### config.mk
export PLATFORM = sky130hd
export DESIGN_NAME = sa_result_drain
export DESIGN_NICKNAME = d
export VERILOG_FILES = /design/src/rtl/sa_result_drain.sv
export SDC_FILE = /design/constraint.sdc
export NUM_CORES = 1
export LEC_CHECK = 0
export BUFFER_PORTS_ARGS = -buffer_cell sky130_fd_sc_hd__buf_2
export CELL_PAD_IN_SITES_DETAIL_PLACEMENT = 0
export CELL_PAD_IN_SITES_GLOBAL_PLACEMENT = 1
export CORE_UTILIZATION = 51
export DETAILED_ROUTE_END_ITERATION = 8
export PLACE_DENSITY = 0.84
export SLEW_MARGIN = 5
export SYNTH_ARGS = -nofsm -noshare
export SYNTH_HDL_FRONTEND = slang
export SYNTH_SLANG_ARGS = --single-unit
### constraint.sdc
create_clock -name clk -period 10.8 [get_ports clk]
set_clock_uncertainty 0.05 [all_clocks]
set_input_delay 1.08 -clock clk [delete_from_list [all_inputs] [get_ports clk]]
set_output_delay 1.08 -clock clk [all_outputs]
set_load 0.05 [all_outputs]
### src/rtl/sa_result_drain.sv
// sa_result_drain: snapshots SA_CORE per-row results and serializes them
// lowest row first into a first-word-fall-through ready/valid FIFO.
module sa_result_drain #(
  parameter int ROWS  = 8,
  parameter int DW    = 32,
  parameter int DEPTH = 16,
  localparam int RW = (ROWS > 1) ? $clog2(ROWS) : 1,
  localparam int AW = (DEPTH > 1) ? $clog2(DEPTH) : 1,
  localparam int CW = AW + 1
) (
  input  logic             clk,
  input  logic             rst,
  input  logic [ROWS-1:0]  rvalid_in,
  input  logic [ROWS*DW-1:0] rdata_in,
  output logic             outread,
  output logic             m_valid,
  input  logic             m_ready,
  output logic [DW-1:0]    m_data,
  output logic [RW-1:0]    m_row,
  output logic             m_last,
  output logic             busy,
  output logic [CW-1:0]    fifo_count
);

  typedef enum logic [1:0] {
    IDLE,
    ACK,
    SERIALIZE
  } state_t;

  localparam logic [ROWS-1:0] ONE   = ROWS'(1);
  localparam logic [CW-1:0]   FULL  = CW'(DEPTH);
  localparam logic [AW-1:0]   PINC  = AW'(1);
  localparam logic [CW-1:0]   CINC  = CW'(1);

  state_t state_q, state_d;
  logic [ROWS-1:0] mask_q, mask_d;
  logic [DW-1:0] hold_q [ROWS];
  logic [DW-1:0] hold_d [ROWS];
  logic outread_q, outread_d;
  logic busy_q, busy_d;

  logic [DW-1:0] mem_data_q [DEPTH];
  logic [RW-1:0] mem_row_q  [DEPTH];
  logic          mem_last_q [DEPTH];
  logic [AW-1:0] wr_ptr_q, wr_ptr_d;
  logic [AW-1:0] rd_ptr_q, rd_ptr_d;
  logic [CW-1:0] count_q, count_d;

  logic [RW-1:0]   sel_row;
  logic [ROWS-1:0] sel_bit;
  logic            sel_last;
  logic            draining;
  logic            pop;
  logic            can_push;
  logic            push;

  // Pick the lowest pending row and flag it as last when it is the only one left.
  always_comb begin
    sel_row = '0;
    for (int r = ROWS - 1; r >= 0; r--) begin
      if (mask_q[r]) begin
        sel_row = RW'(r);
      end
    end
    sel_bit  = mask_q & (~mask_q + ONE);
    sel_last = (mask_q & (mask_q - ONE)) == '0;
  end

  // Push/pop qualification; a full FIFO still takes a push when it pops.
  always_comb begin
    draining = (state_q == ACK) || (state_q == SERIALIZE);
    pop      = (count_q != '0) && m_ready;
    can_push = (count_q < FULL) || pop;
    push     = draining && (mask_q != '0) && can_push;
  end

  // Snapshot capture and serialization sequencing.
  always_comb begin
    state_d = state_q;
    mask_d  = mask_q;
    hold_d  = hold_q;
    unique case (state_q)
      IDLE: begin
        if (rvalid_in != '0) begin
          mask_d = rvalid_in;
          for (int r = 0; r < ROWS; r++) begin
            hold_d[r] = rdata_in[r*DW +: DW];
          end
          state_d = ACK;
        end
      end
      ACK, SERIALIZE: begin
        state_d = SERIALIZE;
        if (push) begin
          mask_d = mask_q & ~sel_bit;
          if (sel_last) begin
            state_d = IDLE;
          end
        end
      end
      default: begin
        state_d = IDLE;
      end
    endcase
    outread_d = (state_d == ACK);
    busy_d    = (state_d != IDLE);
  end

  // FIFO pointer and occupancy bookkeeping.
  always_comb begin
    wr_ptr_d = push ? wr_ptr_q + PINC : wr_ptr_q;
    rd_ptr_d = pop  ? rd_ptr_q + PINC : rd_ptr_q;
    count_d  = count_q;
    unique case ({push, pop})
      2'b10:   count_d = count_q + CINC;
      2'b01:   count_d = count_q - CINC;
      default: count_d = count_q;
    endcase
  end

  // Control state, snapshot registers and FIFO pointers.
  always_ff @(posedge clk or posedge rst) begin
    if (rst) begin
      state_q   <= IDLE;
      mask_q    <= '0;
      outread_q <= 1'b0;
      busy_q    <= 1'b0;
      wr_ptr_q  <= '0;
      rd_ptr_q  <= '0;
      count_q   <= '0;
      for (int r = 0; r < ROWS; r++) begin
        hold_q[r] <= '0;
      end
    end else begin
      state_q   <= state_d;
      mask_q    <= mask_d;
      outread_q <= outread_d;
      busy_q    <= busy_d;
      wr_ptr_q  <= wr_ptr_d;
      rd_ptr_q  <= rd_ptr_d;
      count_q   <= count_d;
      hold_q    <= hold_d;
    end
  end

  // FIFO storage; contents are don't-care until counted as occupied.
  always_ff @(posedge clk) begin
    if (push) begin
      mem_data_q[wr_ptr_q] <= hold_q[sel_row];
      mem_row_q[wr_ptr_q]  <= sel_row;
      mem_last_q[wr_ptr_q] <= sel_last;
    end
  end

  // Head of the FIFO falls through; outputs read zero while empty.
  always_comb begin
    m_valid    = (count_q != '0);
    m_data     = m_valid ? mem_data_q[rd_ptr_q] : '0;
    m_row      = m_valid ? mem_row_q[rd_ptr_q]  : '0;
    m_last     = m_valid ? mem_last_q[rd_ptr_q] : 1'b0;
    outread    = outread_q;
    busy       = busy_q;
    fifo_count = count_q;
  end

endmodule

==> results.cfg, run 1 <==
[run_status]
status = finished clean

[cts]
clk_pin_slew_ns = 0.06
cts_buffers = 86
cts_max_level = 3
cts_resized = 0
cts_tree = built
clock_tree.buffer_depth = 3
insertion_delay_ns = 0.65
cts_sinks = 857
hold_buffers = 0
cts_root_buf = clkbuf_16
post_cts_buffers = 0

[worst_setup_path]
crit_fanout = 78
path_depth = 5
cp-end-kind = primary output
slowest_stage = dfrtp_4
cp.arrival_ns = 4.17
critPathBufInv = 2
crit_chain = buf_4 -> mux4_2 -> mux2i_1 -> o22ai_1 -> buf_2
crit_path_start_kind = register
cpPeakStageDelay_ns = 1.13
worstRegToRegCells = 6
crit_type = reg -> out
crit_family = buffers and inverters
cp_data_required_time_ns = 9.67

[cells_and_area]
final_util_pct = 60.26
fin_cells = 3214
area_delta_synth_final_pct = 16.29
fin_area_sq_um = 40750
drive_gt1_share_pct = 42.91
fillCellCount = 4904
nets = 2539

[drt]
ant_nets = 0
viasPerCell = 6.103
routedWlPerCell_microns = 27.02
routed_wirelength_microns = 86850
vias = 19614
drt_iter0_drc = 1722
dr.pass1.iters = 5
drc_errors = 0

[grt]
grt.total_usage_pct = 25.04
grt_start_max_net_pins = 177
grt_pass1_vias = 20699
overflow = 0
antenna_found_initial = 37
grt_pass1_wl_microns = 129200

[placement]
placed_area_sq_um = 37930
post-place-ws_ns = 6.067
gp_congestion = 0.8706
dp_hpwl_microns = 51450
port_buffers = 310
dp_cells = 3045

[synthesis]
synth_nets = 2222
synth.distinct_cells = 49
synth.yosys.warnings = 0
yosysSeqAreaShare_pct = 69.42
async_reset_ff_share_pct = 32.79
avgSynthCellArea_sq_um = 18.04
yosys_most_used_dff = edfxtp_1
synth_edf_count = 576
synth_cells = 1943
syn_area_sq_um = 35040
synth_seq_cells = 857

[timing]
timing.hold.ws_ns = 0.4462
tns_ns = 0
rsz0062_at_grt = false
worst_pin_slew_ns = 1.321
max_freq_mhz = 188.7
period_minus_slack_ns = 5.300
slew_headroom_pct = 11.95
drv_slew = 0
setup_violations = 0
hold_viol = 0
fin_crit_sh_pct = 49.08
finalWorstSetupSlack_ns = 5.500

[worst_hold_path]
whs_path_depth = 1
min_path_type = reg -> reg

[floorplan]
die_h_microns = 264.1
rows = 95
die_area_sq_um = 69770
ios = 311
core_area_sq_um = 67630
initial_core_util_pct = 51.82
die_w_microns = 264.1

[power]
power.total_mw = 15.05
ir_worst_vdd_mv = 0.2583
p_leak_nw = 14.99
power_density_nw_per_um2 = 369.4

[run]
timing.max_cap.violations = 0
[cell families (layout without fill, tap and decap cells)]
logic type | Yosys count | after routing | share of synthesized area, %
buffers and inverters | 150 | 535 | 1.832
adders and majority gates | 13 | 13 | 0.4784
other | 0 | 13 | 0
DFF | 857 | 857 | 69.42
muxes | 474 | 474 | 19.60
xor gates and xnor gates | 10 | 10 | 0.2499
and+or+nand+nor | 227 | 227 | 3.685
AOI/OAI and AO/OA | 212 | 212 | 4.738
[layout make-up]
type	count	area, sq um	area share [%]
well taps	873	1092	2.680
repair buffers	368	1999	4.906
clock inverters	43	427.9	1.050
clock buffers	113	2303	5.652
diodes	13	32.53	0.07983
inverters	11	48.80	0.1197
flip-flops and latches	857	24340	59.72
multi-input cells	936	10510	25.79
[sequential cells by signal (all words and copies together), names as in the netlist]
signal and flops:
mem_last_q 16, state_q 2, outread 1, hold_q 256, mem_data_q 512, busy 1, fifo_count 5, mem_row_q 48
rd_ptr_q 4, wr_ptr_q 4, mask_q 8
[worst paths after layout]
path	start	endpoint	slack, ns
max	rd_ptr_q[1]$_DFFE_PP0P_	m_data[1]	5.50
min	hold_q[115]$_DFFE_PP0P_	hold_q[115]$_DFFE_PP0P_	0.45
max reg2reg	mask_q[7]$_DFFE_PP0P_	mem_data_q[14][11]$_DFFE_PP_	6.88
min reg2reg	hold_q[115]$_DFFE_PP0P_	hold_q[115]$_DFFE_PP0P_	0.45
max in group asynchronous	rst	hold_q[124]$_DFFE_PP0P_	8.68
min in group asynchronous	rst	hold_q[228]$_DFFE_PP0P_	0.54
[routing by layer]
metal  vias to the layer above  global-route usage, %  routed length (microns)
met3                       192                  6.450                     7010
met1                     10187                  33.56                    34890
met5                         -                      0                      328
met4                        50                  6.442                     2074
li1                       8434                      -                        -
met2                       751                  40.95                    42550
[report_power, final]
part           switching [mW]  internal (mW)  leakage (nW)
Sequential              0.520           5.38          8.47
Clock                    1.24           1.66          1.33
Combinational            3.93           2.32          5.18
Total                    5.69           9.36          15.0
[placed cells by master, fill, tap and decap left out, types with 5 or more instances in the layout]
| cell type | netlist | final |
|---|---|---|
| mux2_2 | 257 | 257 |
| clkinv_1 | 0 | 14 |
| a31o_2 | 15 | 15 |
| clkbuf_16 | 0 | 86 |
| a211oi_2 | 30 | 30 |
| a21oi_1 | 22 | 22 |
| o22ai_1 | 36 | 36 |
| nor2_4 | 0 | 12 |
| dfrtp_1 | 281 | 278 |
| ha_1 | 11 | 11 |
| buf_4 | 0 | 57 |
| nor4_1 | 37 | 5 |
| edfxtp_1 | 576 | 576 |
| nand2_1 | 27 | 25 |
| mux4_2 | 144 | 144 |
| inv_1 | 11 | 10 |
| buf_2 | 45 | 310 |
| diode_2 | 0 | 13 |
| clkbuf_1 | 79 | 22 |
| a211oi_1 | 84 | 84 |
| nor4_4 | 0 | 8 |
| o21ai_0 | 9 | 9 |
| mux2i_1 | 73 | 73 |
| nor2b_1 | 5 | 5 |
| xnor2_1 | 7 | 7 |
| clkinv_2 | 0 | 11 |
| clkbuf_8 | 0 | 5 |
| nor4_2 | 0 | 24 |
| bufinv_16 | 0 | 6 |
| and3_1 | 114 | 114 |
| nor2_1 | 23 | 11 |
[synth_stat cells, drive strengths merged (7+ instances only)]
library cell | count | share of area, %
nor4 | 37 | 0.66
o22ai | 36 | 0.64
nand2 | 27 | 0.29
a31o | 15 | 0.37
a211oi | 114 | 2.9
edfxtp | 576 | 49
mux4 | 144 | 9.3
inv | 11 | 0.12
o21ai | 11 | 0.16
mux2 | 257 | 8.3
nor2 | 23 | 0.25
ha | 11 | 0.39
a21oi | 22 | 0.31
xnor2 | 7 | 0.17
buf | 60 | 0.87
and3 | 114 | 2.0
mux2i | 73 | 2.1
dfrtp | 281 | 20
clkbuf | 79 | 0.85
(Power assumes the default switching activity.)
==> run 2, diff against run 1 <==
==> constraint.sdc (replaced) <==
create_clock -name clk -period 4.99 [get_ports clk]
set_clock_uncertainty 0.05 [all_clocks]
set_input_delay 0.499 -clock clk [delete_from_list [all_inputs] [get_ports clk]]
set_output_delay 0.499 -clock clk [all_outputs]
set_load 0.05 [all_outputs]
==> run 2 against run 1 <==
Against the previous run: final area up 0.89%; total power up 120%; final cell count down 0.12%; via count down 1.2%; clock power up 130%; critical path depth unchanged; sequential share of layout area down 0.53 points; sequential power up 120%; sequential cell count unchanged; die area unchanged; global-route usage down 0.62 points; routed wire length down 3.1%.
==> results.cfg, run 2 (same netlist as run 1, synthesis figures left out) <==
[run_status]
status = finished clean

[cells_and_area]
drive_gt1_share_pct = 43.32
final_cell_mix = edfxtp_1 (576), buf_2 (310), dfrtp_1 (278), mux2_2 (257), mux4_2 (144)
area_delta_synth_final_pct = 17.32
fin_cells = 3210
final_common_cell = edfxtp_1
top_regs = mem_data_q (512), hold_q (256), mem_row_q (48)
largest_reg_flops = 512
largest-register = mem_data_q
nets = 2545

[cts]
cts_max_level = 3
cts_root_buf = clkbuf_16
clk_pin_slew_ns = 0.06
cts_tree = built
cts_buffers = 85
clock_tree.buffer_depth = 3
cts_resized = 0
hold_buffers = 0
post_cts_buffers = 0
insertion_delay_ns = 0.63
cts_sinks = 857

[timing]
hold_viol = 0
rsz0062_at_grt = false
slew_headroom_pct = 19.34
period_minus_slack_ns = 3.987
timing.hold.ws_ns = 0.003209
drv_slew = 0
max_freq_mhz = 250.8
fin_crit_sh_pct = 79.90
tns_ns = 0
setup_violations = 0
worst_pin_slew_ns = 1.200

[drt]
vias = 19370
viasPerCell = 6.034
wl_met2_microns = 41660
drt-met1-wl_microns = 34490
dr.pass1.iters = 7
top_layer = met5
ant_nets = 0
routedWlPerCell_microns = 26.22
met3_length_microns = 5970
routed_wirelength_microns = 84160
drc_errors = 0
drt_iter0_drc = 1480

[worst_setup_path]
reg2reg_from = mask_q[2]$_DFFE_PP0P_
crit_start = rd_ptr_q[0]$_DFFE_PP0P_
cp.arrival_ns = 3.44
cp_data_required_time_ns = 4.44
crit_path_start_kind = register
crit_fanout = 38
crit_type = reg -> out
cp-end-kind = primary output

[worst_hold_path]
min_path_type = in -> async

[grt]
grt_pass1_wl_microns = 127400
grt_pass1_vias = 20627
grt_start_max_net_pins = 129
antenna_found_initial = 15
grt.total_usage_pct = 24.43
overflow = 0

[power]
p_leak_nw = 15.14
ir_worst_vdd_mv = 0.5616
power_density_nw_per_um2 = 801.5

[floorplan]
rows = 95
initial_core_util_pct = 51.82
core_area_sq_um = 67630
die_area_sq_um = 69770
ios = 311
die_w_microns = 264.1
die_h_microns = 264.1

[placement]
gp_congestion = 0.8400
port_buffers = 310
dp_hpwl_microns = 52800
dp_cells = 3052

[run]
timing.max_cap.violations = 0
==> run 2: worst paths after layout <==
check	depth (start not counted)	slack, ns	end
setup / recovery	5	1.00	m_data[26]
min in group clk	2	0.04	hold_q[46]$_DFFE_PP0P_
hold reg to reg	1	0.45	hold_q[37]$_DFFE_PP0P_
hold / removal	2	0.003	hold_q[39]$_DFFE_PP0P_
setup reg to reg	6	1.38	mem_data_q[3][22]$_DFFE_PP_
max in group asynchronous	3	3.76	hold_q[88]$_DFFE_PP0P_
==> run 2: where the power goes <==
| part | internal [mW] | switching (mW) |
|---|---|---|
| Combinational | 5.10 | 8.48 |
| Sequential | 11.7 | 1.16 |
| Clock | 3.85 | 2.68 |
| Total | 20.6 | 12.3 |
==> run 2: cell type report <==
type	count	area, sq um
fill	4800	26520
antenna	3	7.507
clock inverter	48	608.1
multi-input combinational	936	10550
clock buffer	107	2261
inverter	11	45.04
tap	873	1092
timing repair buffer	375	2215
sequential	857	24340
==> run 2: per-layer routing <==
metal	vias up	GRT usage, %
met1	10014	33.29
met2	751	40.41
met4	22	6.694
met5	-	0
met3	140	4.651
li1	8443	-
==> run 2: per-stage QoR <==
| step | total power [mW] | cell area (sq um) | setup slack, ns | utilization [%] |
|---|---|---|---|---|
| 6_report | 32.95 | 41110 | 1.003 | 60.79 |
| 5_1_grt | 34.48 | 41110 | 0.8074 | 60.79 |
| 2_1_floorplan | 21.74 | 35050 | 0.3573 | - |
| 3_5_place_dp | 26.42 | 38140 | 1.321 | 56.39 |
| 4_1_cts | 33.00 | 41010 | 0.8974 | 60.64 |
| 3_3_place_gp | 25.89 | 38130 | 1.380 | 56.38 |
==> run 2: critical path, cell delays in order (launching register included) <==
cell	delay [ns]
dfrtp_4	0.90
buf_4	0.51
mux4_2	0.58
mux2i_1	0.21
o22ai_1	0.22
buf_2	0.32
==> run 3, diff against run 2 <==
--- a/config.mk
+++ b/config.mk
@@ -8,9 +8,9 @@
 export BUFFER_PORTS_ARGS = -buffer_cell sky130_fd_sc_hd__buf_2
 export CELL_PAD_IN_SITES_DETAIL_PLACEMENT = 0
 export CELL_PAD_IN_SITES_GLOBAL_PLACEMENT = 1
-export CORE_UTILIZATION = 51
+export CORE_UTILIZATION = 46
 export DETAILED_ROUTE_END_ITERATION = 8
-export PLACE_DENSITY = 0.84
+export PLACE_DENSITY = 0.81
 export SLEW_MARGIN = 5
 export SYNTH_ARGS = -nofsm -noshare
 export SYNTH_HDL_FRONTEND = slang
==> constraint.sdc (replaced) <==
create_clock -name clk -period 3.45 [get_ports clk]
set_clock_uncertainty 0.05 [all_clocks]
set_input_delay 0.345 -clock clk [delete_from_list [all_inputs] [get_ports clk]]
set_output_delay 0.345 -clock clk [all_outputs]
set_load 0.05 [all_outputs]
==> run 3 against run 2 <==
Against the previous run: total power up 46%; worst setup slack worse by 0.83 ns; critical endpoint is now m_data[1]; critical path type unchanged; clock-buffer cell count up 10; final cell count up 13%.
==> results.cfg, run 3 (same netlist as run 1, synthesis figures left out) <==
[run_status]
status = finished clean

[power]
ir_worst_vdd_mv = 0.6363
swShare_pct = 37.65
power_density_nw_per_um2 = 1089
power_switching_mw = 18.06
power.total_mw = 47.97
seq_power_share_pct = 38.3
p_leak_nw = 16.40
clockPowerShare_pct = 18.7
intPower_mw = 29.91
p_comb_share_pct = 43.0

[cells_and_area]
area_delta_synth_final_pct = 25.73
fin_cells = 3615
fillCellCount = 5292
largest_reg_flops = 512
fin_area_sq_um = 44060
drive_gt1_share_pct = 40.03
nets = 2853
top_regs = mem_data_q (512), hold_q (256), mem_row_q (48)
largest-register = mem_data_q
final_common_cell = edfxtp_1
final_util_pct = 58.79
final_cell_mix = edfxtp_1 (576), buf_2 (310), dfrtp_1 (278), dlygate4sd3_1 (265), mux2_2 (257)

[worst_hold_path]
holdPathEnd = rd_ptr_q[0]$_DFFE_PP0P_
whs_path_depth = 3
min_path_type = in -> reg
min_from = m_ready

[grt]
grt_pass1_vias = 22382
grt_start_max_net_pins = 92
grt_pass1_wl_microns = 138500
overflow = 0
antenna_found_initial = 9
grt.total_usage_pct = 23.91

[placement]
port_buffers = 310
post-place-ws_ns = 0.2866
gp_congestion = 0.8335
dp_cells = 3193
placed_area_sq_um = 38700
dp_hpwl_microns = 55850

[drt]
dr.pass1.iters = 7
drt_iter0_drc = 1638
routedWlPerCell_microns = 25.36
ant_nets = 0
drc_errors = 0
vias = 21054
viasPerCell = 5.824
routed_wirelength_microns = 91670

[cts]
clock_tree.buffer_depth = 3
cts_root_buf = clkbuf_16
cts_max_level = 3
cts_buffers = 83
insertion_delay_ns = 0.63
cts_sinks = 857
clk_pin_slew_ns = 0.06
cts_tree = built

[timing]
period_minus_slack_ns = 3.276
worst_pin_slew_ns = 1.308
finalWorstSetupSlack_ns = 0.1745
drv_slew = 0
max_freq_mhz = 305.3
timing.hold.ws_ns = 0.1242
slew_headroom_pct = 12.08
hold_viol = 0
rsz0062_at_grt = false
tns_ns = 0
setup_violations = 0
fin_crit_sh_pct = 94.94

[worst_setup_path]
cp.arrival_ns = 2.88
cpPeakStageDelay_ns = 0.61
crit_type = reg -> out
slowest_stage = dfrtp_4
crit_family = buffers and inverters
crit_start = rd_ptr_q[0]$_DFFE_PP0P_
rr_endpoint = mem_data_q[12][0]$_DFFE_PP_
cp-end-kind = primary output
r2r_setup_slack_ns = 0.22
crit_fanout = 24
worstRegToRegCells = 5
crit_chain = buf_12 -> mux4_2 -> mux2i_1 -> o22ai_1 -> buf_2
crit_path_start_kind = register
cp_data_required_time_ns = 3.05
reg2reg_from = mask_q[2]$_DFFE_PP0P_
critPathBufInv = 2

[floorplan]
core_area_sq_um = 74950
rows = 100
die_area_sq_um = 77290
die_h_microns = 278.0
initial_core_util_pct = 46.76
ios = 311
die_w_microns = 278.0

[run]
timing.max_cap.violations = 0
## run 3: area by class of cell
cell class / instances / area [sq um] / share of cell area (%)
clock buffer: 117 / 2367 / 5.373
sequential: 857 / 24340 / 55.24
inverter: 11 / 45.04 / 0.1022
clock inverter: 37 / 326.6 / 0.7412
tap: 969 / 1212 / 2.752
antenna: 3 / 7.507 / 0.01704
timing repair buffer: 685 / 5293 / 12.01
multi-input combinational: 936 / 10470 / 23.76
## run 3: worst max path at each step
stage,endpoint,slack (ns),cells after the start
after CTS,m_data[18],0.1,5
after global routing,m_data[18],0.05,5
after floorplan,busy$_DFF_PP0_,-0.67,1
after global placement,fifo_count[4]$_DFFE_PP0P_,0.43,12
after detailed placement,mem_data_q[10][0]$_DFFE_PP_,0.29,5
final,m_data[1],0.17,5
## run 3: power by group through the flow
stage               Combinational (mW)  Sequential [mW]  Clock [mW]
floorplan                         13.5             18.0           0
global placement                  19.7             18.4           0
detailed placement                20.3             18.5           0
CTS                               20.6             18.4        9.09
global route                      22.0             18.6        9.48
finish                            20.6             18.4        8.97
## run 3: routing by layer
metal / global-route usage, % / wire (microns)
met4: 7.650 / 2667
met5: 0 / 55
met1: 32.20 / 37530
met3: 4.483 / 6384
met2: 39.40 / 45030
## run 3: repair_timing
| action | CTS | global route |
|---|---|---|
| setup buffers | 0 | 0 |
| gates resized for setup | 0 | 1 |
| hold buffers | 265 | 0 |
| endpoints found under the hold margin | 287 | 0 |
| endpoints found under the setup margin | 0 | 1 |
## run 3: worst reg2reg max path, stage by stage, from the launching register on
cell	delay, ns
dfrtp_1	0.52
or4_1	0.31
or3_2	0.17
buf_4	0.49
a211oi_1	0.20
nor4_2	1.11
